**src/rtl/dnn_train_sequencer.sv**
```systemverilog
// Training-loop controller: buffers samples and replays them to neural_network while stepping
// control through FORWARD/ERROR/BACKWARD/UPDATE. Define DNN_SEQ_INFER_EN for the forward-only mode.
module dnn_train_sequencer #(
  parameter int NUM_SAMPLES = 3,
  parameter int EPOCH_W     = 20,
  parameter int FWD_CYCLES  = 2,
  parameter int ERR_CYCLES  = 1,
  parameter int BWD_CYCLES  = 2,
  parameter int UPD_CYCLES  = 1
) (
  input  logic               clk,
  input  logic               set,
  input  logic               load_valid,
  output logic               load_ready,
  input  logic [31:0]        load_x1,
  input  logic [31:0]        load_x2,
  input  logic [31:0]        load_x3,
  input  logic [31:0]        load_target,
  input  logic               start,
  input  logic               abort,
`ifdef DNN_SEQ_INFER_EN
  input  logic               infer,
`endif
  input  logic [EPOCH_W-1:0] max_epochs,
  output logic [31:0]        x1,
  output logic [31:0]        x2,
  output logic [31:0]        x3,
  output logic [31:0]        target_out,
  output logic [2:0]         control,
  output logic               busy,
  output logic               done,
  output logic [EPOCH_W-1:0] epoch_count,
  output logic [2:0]         sample_idx,
  output logic [3:0]         sample_count
);

  localparam int IDX_W = (NUM_SAMPLES > 1) ? $clog2(NUM_SAMPLES) : 1;

  // State codes double as the control code driven to the network.
  typedef enum logic [2:0] {
    S_IDLE = 3'd0,
    S_FWD  = 3'd1,
    S_ERR  = 3'd2,
    S_BWD  = 3'd3,
    S_UPD  = 3'd4
  } state_t;

  typedef struct packed {
    logic [31:0] x1;
    logic [31:0] x2;
    logic [31:0] x3;
    logic [31:0] tgt;
  } sample_t;

  state_t               state_q, state_d;
  logic [7:0]           ph_q, ph_d;
  logic [2:0]           idx_q, idx_d;
  logic [3:0]           cnt_q, cnt_d;
  logic [EPOCH_W-1:0]   epoch_q, epoch_d;
  logic [EPOCH_W-1:0]   limit_q, limit_d;
  logic                 abort_q, abort_d;
  logic                 infer_q, infer_d;
  logic                 done_q, done_d;
  logic                 ready_q, ready_d;
  sample_t              cur_q, cur_d;
  sample_t              mem_q [NUM_SAMPLES];

  logic                 infer_in;
  logic                 wr_en;
  logic                 sample_end;
  logic                 last_sample;
  logic                 dwell_last;
  logic [7:0]           dwell_len;
  logic [EPOCH_W-1:0]   epoch_inc;
  sample_t              load_s;

`ifdef DNN_SEQ_INFER_EN
  assign infer_in = infer;
`else
  assign infer_in = 1'b0;
`endif

  assign load_s = '{x1: load_x1, x2: load_x2, x3: load_x3, tgt: load_target};

  always_comb begin
    // NOTE: every variable gets a default first so no path leaves it unassigned (no latches).
    state_d     = state_q;
    ph_d        = ph_q;
    idx_d       = idx_q;
    epoch_d     = epoch_q;
    limit_d     = limit_q;
    infer_d     = infer_q;
    cur_d       = cur_q;
    done_d      = 1'b0;
    sample_end  = 1'b0;
    dwell_len   = 8'd1;

    wr_en       = load_valid && ready_q;
    cnt_d       = wr_en ? cnt_q + 4'd1 : cnt_q;
    last_sample = ({1'b0, idx_q} == cnt_q - 4'd1);
    epoch_inc   = (&epoch_q) ? epoch_q : epoch_q + 1'b1;

    case (state_q)
      S_FWD:   dwell_len = 8'(FWD_CYCLES);
      S_ERR:   dwell_len = 8'(ERR_CYCLES);
      S_BWD:   dwell_len = 8'(BWD_CYCLES);
      S_UPD:   dwell_len = 8'(UPD_CYCLES);
      default: dwell_len = 8'd1;
    endcase
    dwell_last = (ph_q == dwell_len - 8'd1);

    case (state_q)
      S_IDLE: begin
        // A load accepted on the same edge as start is part of the run, hence cnt_d.
        if (start && cnt_d != 4'd0) begin
          state_d = S_FWD;
          ph_d    = 8'd0;
          idx_d   = 3'd0;
          epoch_d = '0;
          limit_d = max_epochs;
          infer_d = infer_in;
          cur_d   = (wr_en && cnt_q == 4'd0) ? load_s : mem_q[0];
        end
      end
      S_FWD: begin
        ph_d = ph_q + 8'd1;
        if (dwell_last) begin
          state_d = S_ERR;
          ph_d    = 8'd0;
        end
      end
      S_ERR: begin
        ph_d = ph_q + 8'd1;
        if (dwell_last) begin
          if (infer_q) begin
            sample_end = 1'b1;
          end else begin
            state_d = S_BWD;
            ph_d    = 8'd0;
          end
        end
      end
      S_BWD: begin
        ph_d = ph_q + 8'd1;
        if (dwell_last) begin
          state_d = S_UPD;
          ph_d    = 8'd0;
        end
      end
      S_UPD: begin
        ph_d = ph_q + 8'd1;
        if (dwell_last) sample_end = 1'b1;
      end
      default: state_d = S_IDLE;
    endcase

    if (sample_end) begin
      ph_d = 8'd0;
      if (last_sample) begin
        idx_d   = 3'd0;
        epoch_d = epoch_inc;
      end else begin
        idx_d   = idx_q + 3'd1;
      end
      if (abort_q || abort ||
          (limit_q != '0 && last_sample && epoch_inc == limit_q)) begin
        state_d = S_IDLE;
        done_d  = 1'b1;
      end else begin
        state_d = S_FWD;
        cur_d   = mem_q[idx_d[IDX_W-1:0]];
      end
    end

    // Abort is only remembered while a run is in flight and dies with the return to IDLE.
    abort_d = (state_d != S_IDLE) && (abort_q || (state_q != S_IDLE && abort));
    ready_d = (state_d == S_IDLE) && (cnt_d < 4'(NUM_SAMPLES));
  end

  // NOTE: sequential state uses non-blocking assignments so every flop samples pre-edge values.
  always_ff @(posedge clk) begin
    if (set) begin
      state_q <= S_IDLE;
      ph_q    <= '0;
      idx_q   <= '0;
      cnt_q   <= '0;
      epoch_q <= '0;
      limit_q <= '0;
      abort_q <= 1'b0;
      infer_q <= 1'b0;
      done_q  <= 1'b0;
      ready_q <= 1'b0;
      cur_q   <= '0;
    end else begin
      state_q <= state_d;
      ph_q    <= ph_d;
      idx_q   <= idx_d;
      cnt_q   <= cnt_d;
      epoch_q <= epoch_d;
      limit_q <= limit_d;
      abort_q <= abort_d;
      infer_q <= infer_d;
      done_q  <= done_d;
      ready_q <= ready_d;
      cur_q   <= cur_d;
    end
  end

  // NOTE: the sample buffer is deliberately not reset; cnt_q alone defines which entries are valid.
  always_ff @(posedge clk) begin
    if (wr_en) mem_q[cnt_q[IDX_W-1:0]] <= load_s;
  end

  assign load_ready   = ready_q;
  assign control      = state_q;
  assign busy         = (state_q != S_IDLE);
  assign done         = done_q;
  assign epoch_count  = epoch_q;
  assign sample_idx   = idx_q;
  assign sample_count = cnt_q;
  assign x1           = cur_q.x1;
  assign x2           = cur_q.x2;
  assign x3           = cur_q.x3;
  assign target_out   = cur_q.tgt;

endmodule

```
**config.mk**
```make
export PLATFORM = sky130hd
export DESIGN_NAME = dnn_train_sequencer
export DESIGN_NICKNAME = d
export VERILOG_FILES = /design/src/rtl/dnn_train_sequencer.sv
export SDC_FILE = /design/constraint.sdc
export NUM_CORES = 1
export LEC_CHECK = 0
export CAP_MARGIN = 20
export CORE_MARGIN = 4
export CORE_UTILIZATION = 35
export DETAILED_ROUTE_END_ITERATION = 7
export PLACE_DENSITY = 0.61
export SYNTH_ARGS = -nofsm -noshare
export SYNTH_HDL_FRONTEND = slang
export SYNTH_SLANG_ARGS = --single-unit
```
**constraint.sdc**
```tcl
create_clock -name clk -period 14.2 [get_ports clk]
set_input_delay 2.84 -clock clk [delete_from_list [all_inputs] [get_ports clk]]
set_output_delay 2.84 -clock clk [all_outputs]
set_load 0.01 [all_outputs]
```
# After elaboration in Yosys (flattened, before gate mapping)
# Memory sizes are Yosys's and may differ from the RTL's.
# Cells that the tools add are included.
dict set report totals {
  regBits 189
  latchBits 0
  ram_bits 384
  romBits 0
  n_memories 1
}
dict set report op_classes {
  n_addsub 6
  mul 0
  div 0
  order_cmp 1
  n_eq_ne 8
  shifts 0
  n_mux 32
  bitwise 1
  reduce_logical 29
}
# name words width read_ports rd_clocked_by_memory_dff write_ports line_no
set memory_table {}
lappend memory_table {mem_q 3 128 2 0 1 66} ;# sample_t mem_q [NUM_SAMPLES];
# cell n
set op_table {}
lappend op_table {{2-to-1 mux 128 bit} 5}
lappend op_table {{2-to-1 mux 20 bit} 5}
lappend op_table {{2-to-1 mux 3 bit} 10}
lappend op_table {{case mux 8 bit (3 select lines)} 1}
lappend op_table {{adder 20 x 1 -> 20 bit (second input constant)} 1}
lappend op_table {{== test 20 bit} 1}
lappend op_table {{AND reduction 20 bit} 1}
lappend op_table {{nonzero test 20 bit} 1}
lappend op_table {{2-to-1 mux 8 bit} 2}
lappend op_table {{case mux 3 bit (5 select lines)} 1}
lappend op_table {{adder 8 x 1 -> 8 bit (second input constant)} 1}
lappend op_table {{== test 8 bit} 1}
lappend op_table {{logical AND 1 bit} 8}
lappend op_table {{nonzero test 4 bit} 2}
lappend op_table {{subtractor 8 x 1 -> 8 bit (second input constant)} 1}
lappend op_table {{== test 3 x 2 -> 1 bit (second input constant)} 2}
lappend op_table {{logical NOT 3 bit} 2}
lappend op_table {{2-to-1 mux 1 bit} 6}
lappend op_table {{AND reduction 2 bit} 3}
lappend op_table {{nonzero test 3 bit} 2}
lappend op_table {{OR reduction 2 bit} 3}
lappend op_table {{adder 4 x 1 -> 4 bit (second input constant)} 1}
lappend op_table {{== test 3 x 4 -> 1 bit} 1}
lappend op_table {{logical NOT 4 bit} 1}
lappend op_table {{other kinds (12)} 15}

# Longest topological paths before layout
# Gate-level depths: netlist (run 1).
# An unclocked memory read counts as a cell.
dict set report depth {
  ltp_word 11
  mapped_depth 14
}

# Least setup slack after synthesis (run 1)
# OpenSTA, ideal clock, no wires.
dict set report synth_path {
  path_kind {in2reg}
  from {input load_valid}
  to {register cur_q (netlist bit x3[10])}
  arrival_time_ps 7311
  slack_ps 6768
  path_stages 7
  path_cell_list {and3_1 nand2_1 clkbuf_1 clkbuf_1 mux2i_1 a211oi_1 mux2_4}
}
dict set report synth_via {
  elab_chain_len 8
  elab_cells_between_ends 10
  cone_classes {mux: 6; reduce/logical: 4}
}
# item line_no
set synth_lines {}
lappend synth_lines {{from (decl)} 13} ;# input logic load_valid,
lappend synth_lines {{logical AND 1 bit (*)} 98} ;# wr_en = load_valid && ready_q;
lappend synth_lines {{2-to-1 mux 4 bit} 99} ;# cnt_d = wr_en ? cnt_q + 4'd1 : cnt_q;
lappend synth_lines {{nonzero test 4 bit} 115} ;# if (start && cnt_d != 4'd0) begin
lappend synth_lines {{logical AND 1 bit} 115}
lappend synth_lines {{2-to-1 mux 128 bit (*)} 115}
lappend synth_lines {{2-to-1 mux 128 bit (*)} 112} ;# case (state_q)
lappend synth_lines {{2-to-1 mux 128 bit} 165} ;# if (abort_q || abort ||
lappend synth_lines {{2-to-1 mux 128 bit (*)} 157} ;# if (sample_end) begin
lappend synth_lines {{to (signal assigned)} 205} ;# cur_q <= cur_d;
lappend synth_lines {{to (decl)} 65} ;# sample_t cur_q, cur_d;
# Mark *: on every way between the ends. The rest lies on a longest branch, timed or not.
# A chain may end at the register's enable or synchronous reset.

# Worst setup path in the final report (run 1)
dict set report layout_path {
  from {input load_valid}
  to {register cur_q (netlist bit x3[4])}
}
# Same word-level chain as after synthesis.

==> reports/results.md, run 1 <==
| Step | Item | Value |
|---|---|---|
| status | Run status | finished, final reports clean |
| timing | Setup total negative slack | 0 ns |
| global routing | Largest net degree at the start of global routing | 95 |
| logic synthesis | Most frequent cells after synthesis | nor2_1 (433), edfxtp_1 (384), mux2i_1 (259), dfxtp_1 (189), a21oi_1 (186) |
| cts | Root Buffer Master | clkbuf_16 |
| layout | Fillers | 6,701 |
| logic synthesis | Post-synth design cell area | 26,030 sq um |
| drt | Detail Route Antenna Nets | 0 |
| cts | TritonCTS buffer count | 67 |
| layout | Proportion of layout cells with a drive suffix above 1 | 11.15% |
| global routing | Antenna violations before repair | 15 |
| timing | Max_slew headroom | 25.70% |
| timing | Setup repair after global routing missed its margin | no |
| logic synthesis | Portion of the post-synthesis area used by sequential elements | 58.83% |
| logic synthesis | Post-Synth Simple-Gate Area | 10.78% |
| timing | Max Transition Viols Final | 0 |
| floorplanning | Die width | 280.7 um |
| place | Input/output buffers | 313 |
| place | Global placer's final weighted congestion | 0.8733 |
| logic synthesis | Share of the synthesized netlist area taken by xor and xnor gates | 1.264% |
| logic synthesis | Share of synthesized registers carrying an async set or reset | 0% |
| timing | Endpoints failing hold | 0 |
| critical path | Required time of the critical path | 14.67 ns |
| logic synthesis | Post-synthesis share of cell area spent on full adders, half adders and majority gates | 0.3365% |
| min path | Worst min-delay path category | register to register |
| critical path | Arr. time, crit path | 6.50 ns |
| layout | Post-synthesis to final-layout area growth | 23.65% |
| floorplanning | Die footprint | 78,800 sq um |
| power | Leakage | 12.89 nW |
| drt | Aggregate routed wire length | 72,670 um |
| layout | Total number of nets in the final design | 2,591 |
| cts | Sinks on the clock net | 573 |
| drt | Vias/cell | 5.204 |
| power | Power per unit of standard cell area | 156.2 nW/um^2 |
| job | Max-capacitance violation count | 0 |
| timing | Least-Margin Pin Slew | 1.114 ns |
| power | Total power | 5.027 mW |
| cts | CTS clk-pin slew, worst paths | 0.06 ns |
| logic synthesis | Cell accounting for the most synthesized area | edfxtp_1 |
| logic synthesis | Dominant register cell in the synthesized netlist | edfxtp_1 |
| floorplanning | Initial core utilization | 35.50% |
| global routing | GRT Residual Overflow | 0 |
| logic synthesis | Synthesized Nets | 2,337 |
| timing | Period utilisation layout | 42.47% |
| logic synthesis | Distinct cells, synth | 65 |
| critical path | Kind of launch point of the worst setup path | primary input |
| floorplanning | Number of cell rows | 99 |
| cts | TritonCTS clock tree | built |
| logic synthesis | Average instance area after synthesis | 11.96 sq um |
| logic synthesis | Main combinational cell family by area after synthesis | multiplexers |
| global routing | Global-route wire length before repair | 110,600 um |
| logic synthesis | Synthesized-area fraction occupied by ao, oa, aoi and oai cells | 8.897% |
| timing | Clock period minus final worst setup slack | 6.030 ns |
| cts | Clock Latency Late Sink | 0.61 ns |
| logic synthesis | Flop and latch count out of synthesis | 573 |
| floorplanning | CORE AREA | 73,330 sq um |
| cts | Maximum count of clock buffers along a single path | 3 |
| timing | Skew final | 0.04046 ns |
| drt | Detailed-routing iteration count for the pre-antenna-repair pass | 5 |
| drt | Starting DRC count in detailed routing | 1,137 |
| logic synthesis | Cells taking the most area after synthesis | edfxtp_1 (44%), dfxtp_1 (15%), mux2i_1 (10%) |
| cts | Number of buffers inserted by post-CTS setup repair | 0 |
| cts | Number of gates given a new drive strength after cts | 0 |
| cts | Number of levels in the clock H-tree | 3 |
| critical path | Setup Crit Path Kind | primary input to register |
| logic synthesis | Cell count after synthesis | 2,177 |
| critical path | Type of element capturing the critical path | register |
| global routing | Number of global-route vias before repair | 18,440 |
| cts | # hold bufs at CTS | 0 |
| global routing | GRT Util Overall | 18.00% |
| logic synthesis | EDFF count, synth | 384 |
| floorplanning | Vertical extent of the die | 280.7 um |
| floorplanning | Number of top-level design ports | 314 |
| logic synthesis | Multiplexer share of the synthesized area | 17.07% |
| timing | Achievable Freq | 0.1658 GHz |
| power | Maximum resistive drop on vdd | 119.6 uV |
| logic synthesis | Most frequently used cell type in the post-synthesis netlist | nor2_1 |
| critical path | Top fanout value on the critical path | 94 |
| place | Post-DP HPWL | 44,240 um |
| logic synthesis | Warning count from the yosys run | 0 |
| drt | Via Count | 17,960 |
| drt | Post-DR wirelength/cell | 21.06 um |
| logic synthesis | Synth top area share | 44.30% |
| timing | Final count of negative-setup-slack endpoints | 0 |
| drt | Residual DRC count | 0 |
==> flip-flops by register name, indices dropped and copies added (netlist names), 3 cells and up <==
signal / count
ph_q: 8
mem_q: 384
x3: 32
sample_count: 4
control: 3
epoch_count: 20
target_out: 32
limit_q: 20
x2: 32
sample_idx: 3
x1: 32
==> final timing paths <==
check,from,slack [ns],end,depth (start not counted)
max reg2reg,epoch_count[13],8.30,x2[6],10
min,limit_q[0],0.50,limit_q[0],2
max,load_valid,8.17,x3[4],9
min reg2reg,limit_q[0],0.50,limit_q[0],2
==> critical path: stages <==
cell and delay (ns):
clkdlybuf4s50_1 0.54, and3_1 0.26, a41oi_1 0.26, o21a_1 0.26
nor2b_4 0.19, buf_4 0.58, buf_4 0.86, a211oi_1 0.19
mux2_4 0.31
==> per-layer routing <==
| layer | routed length, um | part of all wire (%) | global-route usage [%] |
|---|---|---|---|
| met5 | 96 | 0.13 | 0 |
| met2 | 34690 | 48 | 30.28 |
| met1 | 31130 | 43 | 22.56 |
| met3 | 4971 | 6.8 | 5.109 |
| met4 | 1774 | 2.4 | 5.535 |
==> layout by cell type, fill, tap and decap left out, types with 64 or more instances in the layout <==
cell type,count
edfxtp_1,384
mux2_4,109
a21oi_1,186
clkbuf_16,68
nor2_1,433
dfxtp_1,189
a211oi_1,128
mux2i_1,259
clkdlybuf4s50_1,312
nand2_1,64
==> cells by family after synthesis <==
group	after synthesis
simple gates	630
flops	573
mux	387
compound gates	379
buf+inv	165
xor+xnor	36
fa+ha+maj	7
==> where the power goes <==
group / switching (mW) / internal, mW
clock network: 0.696 / 1.04
logic: 0.597 / 0.570
registers: 0.128 / 2.00
==> cell type report <==
type / instances / area, sq um / area share, %
Sequential cell: 573 / 15310 / 47.58
Multi-Input combinational cell: 1439 / 10030 / 31.17
Timing Repair Buffer: 342 / 3356 / 10.43
Clock buffer: 90 / 1824 / 5.668
Tap cell: 959 / 1200 / 3.728
Clock inverter: 33 / 412.9 / 1.283
Inverter: 8 / 30.03 / 0.09330
Antenna cell: 6 / 15.01 / 0.04665
==> metrics by stage <==
| step | hold WS (ns) | setup slack (ns) | cell area, sq um | std cells | utilization [%] |
|---|---|---|---|---|---|
| after floorplan | 0.4547 | 6.768 | 26030 | 2177 | - |
| after global placement | 0.4755 | 7.766 | 29930 | 3321 | 40.82 |
| after detailed placement | 0.4832 | 7.635 | 29930 | 3321 | 40.82 |
| after CTS | 0.4998 | 8.282 | 32170 | 3444 | 43.87 |
| after global routing | 0.5218 | 7.932 | 32180 | 3447 | 43.88 |
| final | 0.4957 | 8.170 | 32190 | 3450 | 43.89 |
(Power assumes the default switching activity.)
==> run 2, diff against run 1 <==
- PLACE_DENSITY: 0.61 -> 0.63
- clock period: 14.2 -> 5.24 ns (I/O delays scaled with it)
==> reports/results.md, run 2 (synthesis results as in run 1) <==
| Step | Item | Value | Delta |
|---|---|---|---|
| status | Run status | finished, final reports clean |  |
| layout | Total number of nets in the final design | 2,609 | +0.69% |
| timing | Skew final | 0.03351 ns | -0.006954 ns |
| min path | Worst min-delay path category | register to register |  |
| timing | Max_slew headroom | 20.98% | -4.7 points |
| global routing | Met1 global-route usage | 22.24% | -0.32 points |
| global routing | GRT Util Overall | 17.82% | -0.18 points |
| cts | Sinks on the clock net | 573 | unchanged |
| drt | Starting DRC count in detailed routing | 1,171 | +3.0% |
| critical path | Kind of launch point of the worst setup path | register |  |
| power | Total power | 13.63 mW | +170% |
| cts | Clock Latency Late Sink | 0.61 ns | about the same |
| cts | Number of levels in the clock H-tree | 3 | unchanged |
| cts | Root Buffer Master | clkbuf_16 |  |
| timing | Clock period minus final worst setup slack | 4.169 ns |  |
| drt | Vias/cell | 5.231 | +0.52% |
| layout | Proportion of layout cells with a drive suffix above 1 | 11.60% | +0.45 points |
| power | Maximum resistive drop on vdd | 310.5 uV | +160% |
| cts | CTS clk-pin slew, worst paths | 0.06 ns | about the same |
| floorplanning | Vertical extent of the die | 280.7 um | unchanged |
| timing | Final worst slack | 1.071 ns | -7.099 ns |
| drt | Residual DRC count | 0 | unchanged |
| cts | Number of buffers inserted by post-CTS setup repair | 0 | unchanged |
| timing | Least-Margin Pin Slew | 1.185 ns | +0.07077 ns |
| layout | Most frequent cells in the layout | nor2_1 (433), edfxtp_1 (384), clkdlybuf4s50_1 (312) |  |
| layout | Number of flip-flops under the largest register name | 384 | unchanged |
| critical path | Setup Crit Path Kind | register to register |  |
| drt | Aggregate routed wire length | 72,180 um | -0.67% |
| timing | Setup total negative slack | 0 ns | unchanged |
| critical path | Top fanout value on the critical path | 16 | -83% |
| cts | Number of gates given a new drive strength after cts | 0 | unchanged |
| global routing | Met3 track demand over resource | 4.993% | -0.12 points |
| global routing | Number of global-route vias before repair | 18,390 | -0.32% |
| power | Power per unit of standard cell area | 418.9 nW/um^2 | +170% |
| power | Leakage | 13.03 nW | +1.1% |
| place | Placed standard-cell area | 30,300 sq um | +1.2% |
| critical path | Arr. time, crit path | 4.65 ns | -1.85 ns |
| timing | Achievable Freq | 0.2398 GHz |  |
| timing | Final count of negative-setup-slack endpoints | 0 | unchanged |
| global routing | Fraction of met2 tracks used by global routing | 30.28% | unchanged |
| layout | Post-synthesis to final-layout area growth | 24.96% |  |
| critical path | Required time of the critical path | 5.72 ns | -8.95 ns |
| global routing | Largest net degree at the start of global routing | 153 | +61% |
| floorplanning | Die footprint | 78,800 sq um | unchanged |
| cts | TritonCTS buffer count | 67 | unchanged |
| place | Global placer's final weighted congestion | 0.8965 | +2.7% |
| drt | Detail Route Antenna Nets | 0 | unchanged |
| floorplanning | CORE AREA | 73,330 sq um | unchanged |
| place | Post-DP HPWL | 44,580 um | +0.76% |
| place | Setup Slack @ Placement | 1.107 ns | -6.528 ns |
| timing | Hold_ws | 0.4958 ns | +0.0001440 ns |
| global routing | Antenna violations before repair | 10 | -5 |
| drt | Via Count | 18,130 | +0.95% |
| layout | Most common cell after layout, fill and taps aside | nor2_1 |  |
| floorplanning | Number of cell rows | 99 | unchanged |
| timing | Period utilisation layout | 79.57% |  |
| floorplanning | Number of top-level design ports | 314 | unchanged |
| job | Max-capacitance violation count | 0 | unchanged |
| floorplanning | Die width | 280.7 um | unchanged |
| cts | Maximum count of clock buffers along a single path | 3 | unchanged |
| place | Input/output buffers | 313 | unchanged |
| global routing | GRT Residual Overflow | 0 | unchanged |
| cts | TritonCTS clock tree | built |  |
| drt | Post-DR wirelength/cell | 20.83 um | -1.1% |
| timing | Setup repair after global routing missed its margin | no |  |
| global routing | Grt peak-use layer | met2 |  |
| critical path | Type of element capturing the critical path | register |  |
| layout | Area of all placed cells without fillers | 32,530 sq um | +1.1% |
| drt | Detailed-routing iteration count for the pre-antenna-repair pass | 5 | unchanged |
| timing | Max Transition Viols Final | 0 | unchanged |
| global routing | Global-route wire length before repair | 109,400 um | -1.1% |
| floorplanning | Initial core utilization | 35.50% | unchanged |
| cts | # hold bufs at CTS | 0 | unchanged |
| timing | Endpoints failing hold | 0 | unchanged |
==> run 2: per-stage QoR <==
| step | instances | utilization [%] |
|---|---|---|
| CTS | 3459 | 44.34 |
| floorplan | 2177 | - |
| global placement | 3338 | 41.30 |
| finish | 3465 | 44.36 |
| global route | 3461 | 44.34 |
| detailed placement | 3339 | 41.32 |
==> run 2: cell type report <==
cell class / count / area [sq um]
fillers: 6624 / 40800
well taps: 959 / 1200
clock buffers: 95 / 1882
clock inverters: 25 / 332.8
inverters: 8 / 30.03
flip-flops and latches: 573 / 15310
diodes: 6 / 15.01
repair buffers: 360 / 3720
multi-input cells: 1439 / 10030
==> run 2: metal layers <==
metal,up-vias,part of all wire (%)
met5,-,0.097
met4,12,2.6
met3,125,6.9
met2,484,49
met1,8944,42
li1,8561,-
==> run 2: worst max-delay path, stage by stage, from the launching register on <==
cell     delay (ns)
dfxtp_1        0.59
inv_1          0.19
ha_1           0.38
xnor2_1        0.14
a21oi_1        0.24
and3_1         0.43
or4b_1         0.52
nor2_1         0.12
and4_1         0.27
a311o_2        0.31
buf_12         0.23
buf_4          0.24
mux2_2         0.36
==> run 2: worst paths after layout <==
| kind | startpoint | end | slack (ns) | cells past startpoint |
|---|---|---|---|---|
| max | sample_count[0] | x3[22] | 1.07 | 12 |
| min reg2reg | limit_q[14] | limit_q[14] | 0.50 | 2 |
| min | limit_q[14] | limit_q[14] | 0.50 | 2 |
| max reg2reg | sample_count[0] | x3[22] | 1.07 | 12 |
==> run 2: where the power goes <==
part	leakage, nW	total (mW)	switching, mW	internal (mW)
clock	1.07	4.66	1.89	2.77
combinational	6.95	3.20	1.62	1.58
sequential	5.02	5.76	0.349	5.41
==> run 3, diff against run 2 <==
- clock period: 5.24 -> 3.8 ns (I/O delays scaled with it)
==> reports/results.md, run 3 (synthesis results as in run 1) <==
| Step | Item | Value | Delta |
|---|---|---|---|
| status | Run status | finished, final reports clean |  |
| critical path | Reg2reg path depth | 10 | -2 |
| power | Maximum resistive drop on vdd | 332.7 uV | +7.2% |
| power | Leakage | 13.43 nW | +3.1% |
| drt | Post-DR wirelength/cell | 20.70 um | -0.62% |
| power | Switching share of power | 28.26% | -0.066 points |
| layout | Non-filler instance count after layout | 3,530 | +1.9% |
| critical path | Type of element capturing the critical path | register |  |
| place | Input/output buffers | 313 | unchanged |
| cts | Number of levels in the clock H-tree | 3 | unchanged |
| place | Placed Instances | 3,398 | +1.8% |
| timing | Hold_ws | 0.5007 ns | +0.004880 ns |
| power | Total power | 19.04 mW | +40% |
| job | Max-capacitance violation count | 0 | unchanged |
| cts | Number of gates given a new drive strength after cts | 0 | unchanged |
| min path | Hold-critical path depth | 2 | unchanged |
| timing | Period utilisation layout | 91.21% | +12 points |
| layout | Post-synthesis to final-layout area growth | 27.67% |  |
| min path | Hold Crit Endpoint | limit_q[4] |  |
| critical path | Required time of the critical path | 4.27 ns | -1.45 ns |
| critical path | Top fanout value on the critical path | 14 | -2 |
| cts | Root Buffer Master | clkbuf_16 |  |
| timing | Achievable Freq | 0.2885 GHz | +20% |
| critical path | Critical R2R Launch | epoch_count[3] |  |
| power | Sequential cell fraction of total power | 41.8% | -0.5 points |
| drt | Via Count | 18,210 | +0.45% |
| power | Logic gate share of total power | 23.8% | +0.3 points |
| timing | Least-Margin Pin Slew | 0.9250 ns | -0.2603 ns |
| cts | CTS clk-pin slew, worst paths | 0.06 ns | about the same |
| drt | Vias/cell | 5.158 | -1.4% |
| layout | Number of flip-flops under the largest register name | 384 | unchanged |
| floorplanning | Number of top-level design ports | 314 | unchanged |
| drt | Detail Route Antenna Nets | 0 | unchanged |
| critical path | Ordered list of cells on the worst path | nand4_1 > nor4_4 > nor2_1 > or4b_1 > nor2_1 > and4_1 > a311o_2 > buf_12 > buf_12 > mux2_2 |  |
| floorplanning | Die footprint | 78,800 sq um | unchanged |
| power | Clk network pwr share | 34.4% | +0.2 points |
| place | Global placer's final weighted congestion | 0.8691 | -3.1% |
| min path | Min-Delay Startpoint | limit_q[4] |  |
| timing | Final count of negative-setup-slack endpoints | 0 | unchanged |
| floorplanning | Vertical extent of the die | 280.7 um | unchanged |
| place | Placed standard-cell area | 30,940 sq um | +2.1% |
| power | Int Pwr | 13.66 mW | +40% |
| timing | Endpoints failing hold | 0 | unchanged |
| global routing | Global-route wire length before repair | 111,300 um | +1.7% |
| layout | Fillers | 6,610 | -0.21% |
| power | Switching power summed over all nets | 5.381 mW | +39% |
| layout | Area of all placed cells without fillers | 33,230 sq um | +2.2% |
| timing | Clock period minus final worst setup slack | 3.466 ns | -0.7034 ns |
| timing | Max Transition Viols Final | 0 | unchanged |
| cts | TritonCTS buffer count | 68 | +1.5% |
| critical path | Reg-to-reg critical path endpoint | x2[2] |  |
| global routing | GRT Residual Overflow | 0 | unchanged |
| cts | Maximum count of clock buffers along a single path | 3 | unchanged |
| floorplanning | Die width | 280.7 um | unchanged |
| place | Post-DP HPWL | 47,070 um | +5.6% |
| layout | Total number of nets in the final design | 2,669 | +2.3% |
| cts | Clock Latency Late Sink | 0.60 ns | about the same |
| critical path | Setup Crit Path Kind | register to register |  |
| floorplanning | Number of cell rows | 99 | unchanged |
| drt | Aggregate routed wire length | 73,080 um | +1.2% |
| place | Setup Slack @ Placement | 0.2372 ns | -0.8702 ns |
| global routing | Number of global-route vias before repair | 18,580 | +1.0% |
| layout | Most frequent cells in the layout | nor2_1 (433), edfxtp_1 (384), clkdlybuf4s50_1 (312) |  |
| timing | Setup total negative slack | 0 ns | unchanged |
| global routing | Largest net degree at the start of global routing | 129 | -16% |
| power | Power per unit of standard cell area | 573.0 nW/um^2 | +37% |
| floorplanning | CORE AREA | 73,330 sq um | unchanged |
| cts | TritonCTS clock tree | built |  |
| layout | Proportion of layout cells with a drive suffix above 1 | 13.88% | +2.3 points |
| drt | Residual DRC count | 0 | unchanged |
| critical path | Arr. time, crit path | 3.94 ns | -0.71 ns |
| timing | Skew final | 0.02896 ns | -0.004550 ns |
| timing | Final worst slack | 0.3341 ns | -0.7366 ns |
| critical path | Kind of launch point of the worst setup path | register |  |
| critical path | Bufs and invs on worst path | 2 | -1 |
| min path | Worst min-delay path category | register to register |  |
| critical path | Highest cell delay on the worst timing path | 0.56 ns | -0.03 ns |
| drt | Starting DRC count in detailed routing | 1,008 | -14% |
| critical path | Kind of cell adding the most delay to the critical path | simple AND/OR/NAND/NOR gates |  |
| global routing | Antenna violations before repair | 11 | +1 |
| cts | Sinks on the clock net | 573 | unchanged |
| timing | Setup repair after global routing missed its margin | no |  |
| critical path | Register-to-Register Setup Slack | 0.33 ns | -0.74 ns |
| floorplanning | Initial core utilization | 35.50% | unchanged |
| cts | Number of buffers inserted by post-CTS setup repair | 0 | unchanged |
| drt | Detailed-routing iteration count for the pre-antenna-repair pass | 4 | -1 |
| global routing | GRT Util Overall | 18.13% | +0.31 points |
| timing | Max_slew headroom | 38.34% | +17 points |
| layout | Most common cell after layout, fill and taps aside | nor2_1 |  |
| layout | Core Util, Final | 45.32% | +0.96 points |
| critical path | Critical-path cell with the highest stage delay | or4b_1 |  |
| cts | # hold bufs at CTS | 0 | unchanged |
## run 3: cell types whose count changed in the layout (fill, tap and decap cells not counted), sizes merged
cell    delta
diode      +1
bufinv     +1
buf       +59
clkbuf     +2
inv        +1
clkinv     +1
## run 3: layout make-up
cell class	count	area, sq um	area share [%]
Sequential cell	573	15310	46.08
Antenna cell	7	17.52	0.05271
Multi-Input combinational cell	1439	10030	30.19
Inverter	8	30.03	0.09036
Timing Repair Buffer	419	4359	13.12
Clock buffer	97	1901	5.719
Clock inverter	28	376.6	1.133
Tap cell	959	1200	3.611
## run 3: worst max path at each step
stage,from,cells after the start,slack (ns),to
floorplan,sample_count[0],10,0.42,x3[13]
global placement,epoch_count[3],10,0.26,target_out[20]
detailed placement,load_valid,10,0.24,x1[25]
CTS,epoch_count[9],12,0.32,target_out[27]
global route,epoch_count[3],10,0.17,x2[2]
finish,epoch_count[3],10,0.33,x2[2]
## run 3: tightest hold or removal path: cells and delay by family, from the launching register on
family          cells  cell delay (ns)
flops               1             0.33
compound gates      1             0.06
simple gates        1             0.06
## run 3: per-layer routing
layer	vias up	global-route usage, %	part of all wire, %	routed length [um]
li1	8689	-	-	-
met1	8971	23.03	43	31500
met2	436	30.55	48	35260
met3	103	4.644	6.3	4622
met4	8	5.522	2.2	1640
met5	-	0	0.070	51
## run 3: power groups by stage
stage          sequential (mW)  combinational [mW]  clock (mW)
2_1_floorplan             8.10                2.42           0
3_3_place_gp              8.06                4.47           0
3_5_place_dp              8.07                4.57           0
4_1_cts                   7.96                4.59        6.74
5_1_grt                   8.04                4.94        7.01
6_report                  7.96                4.53        6.55
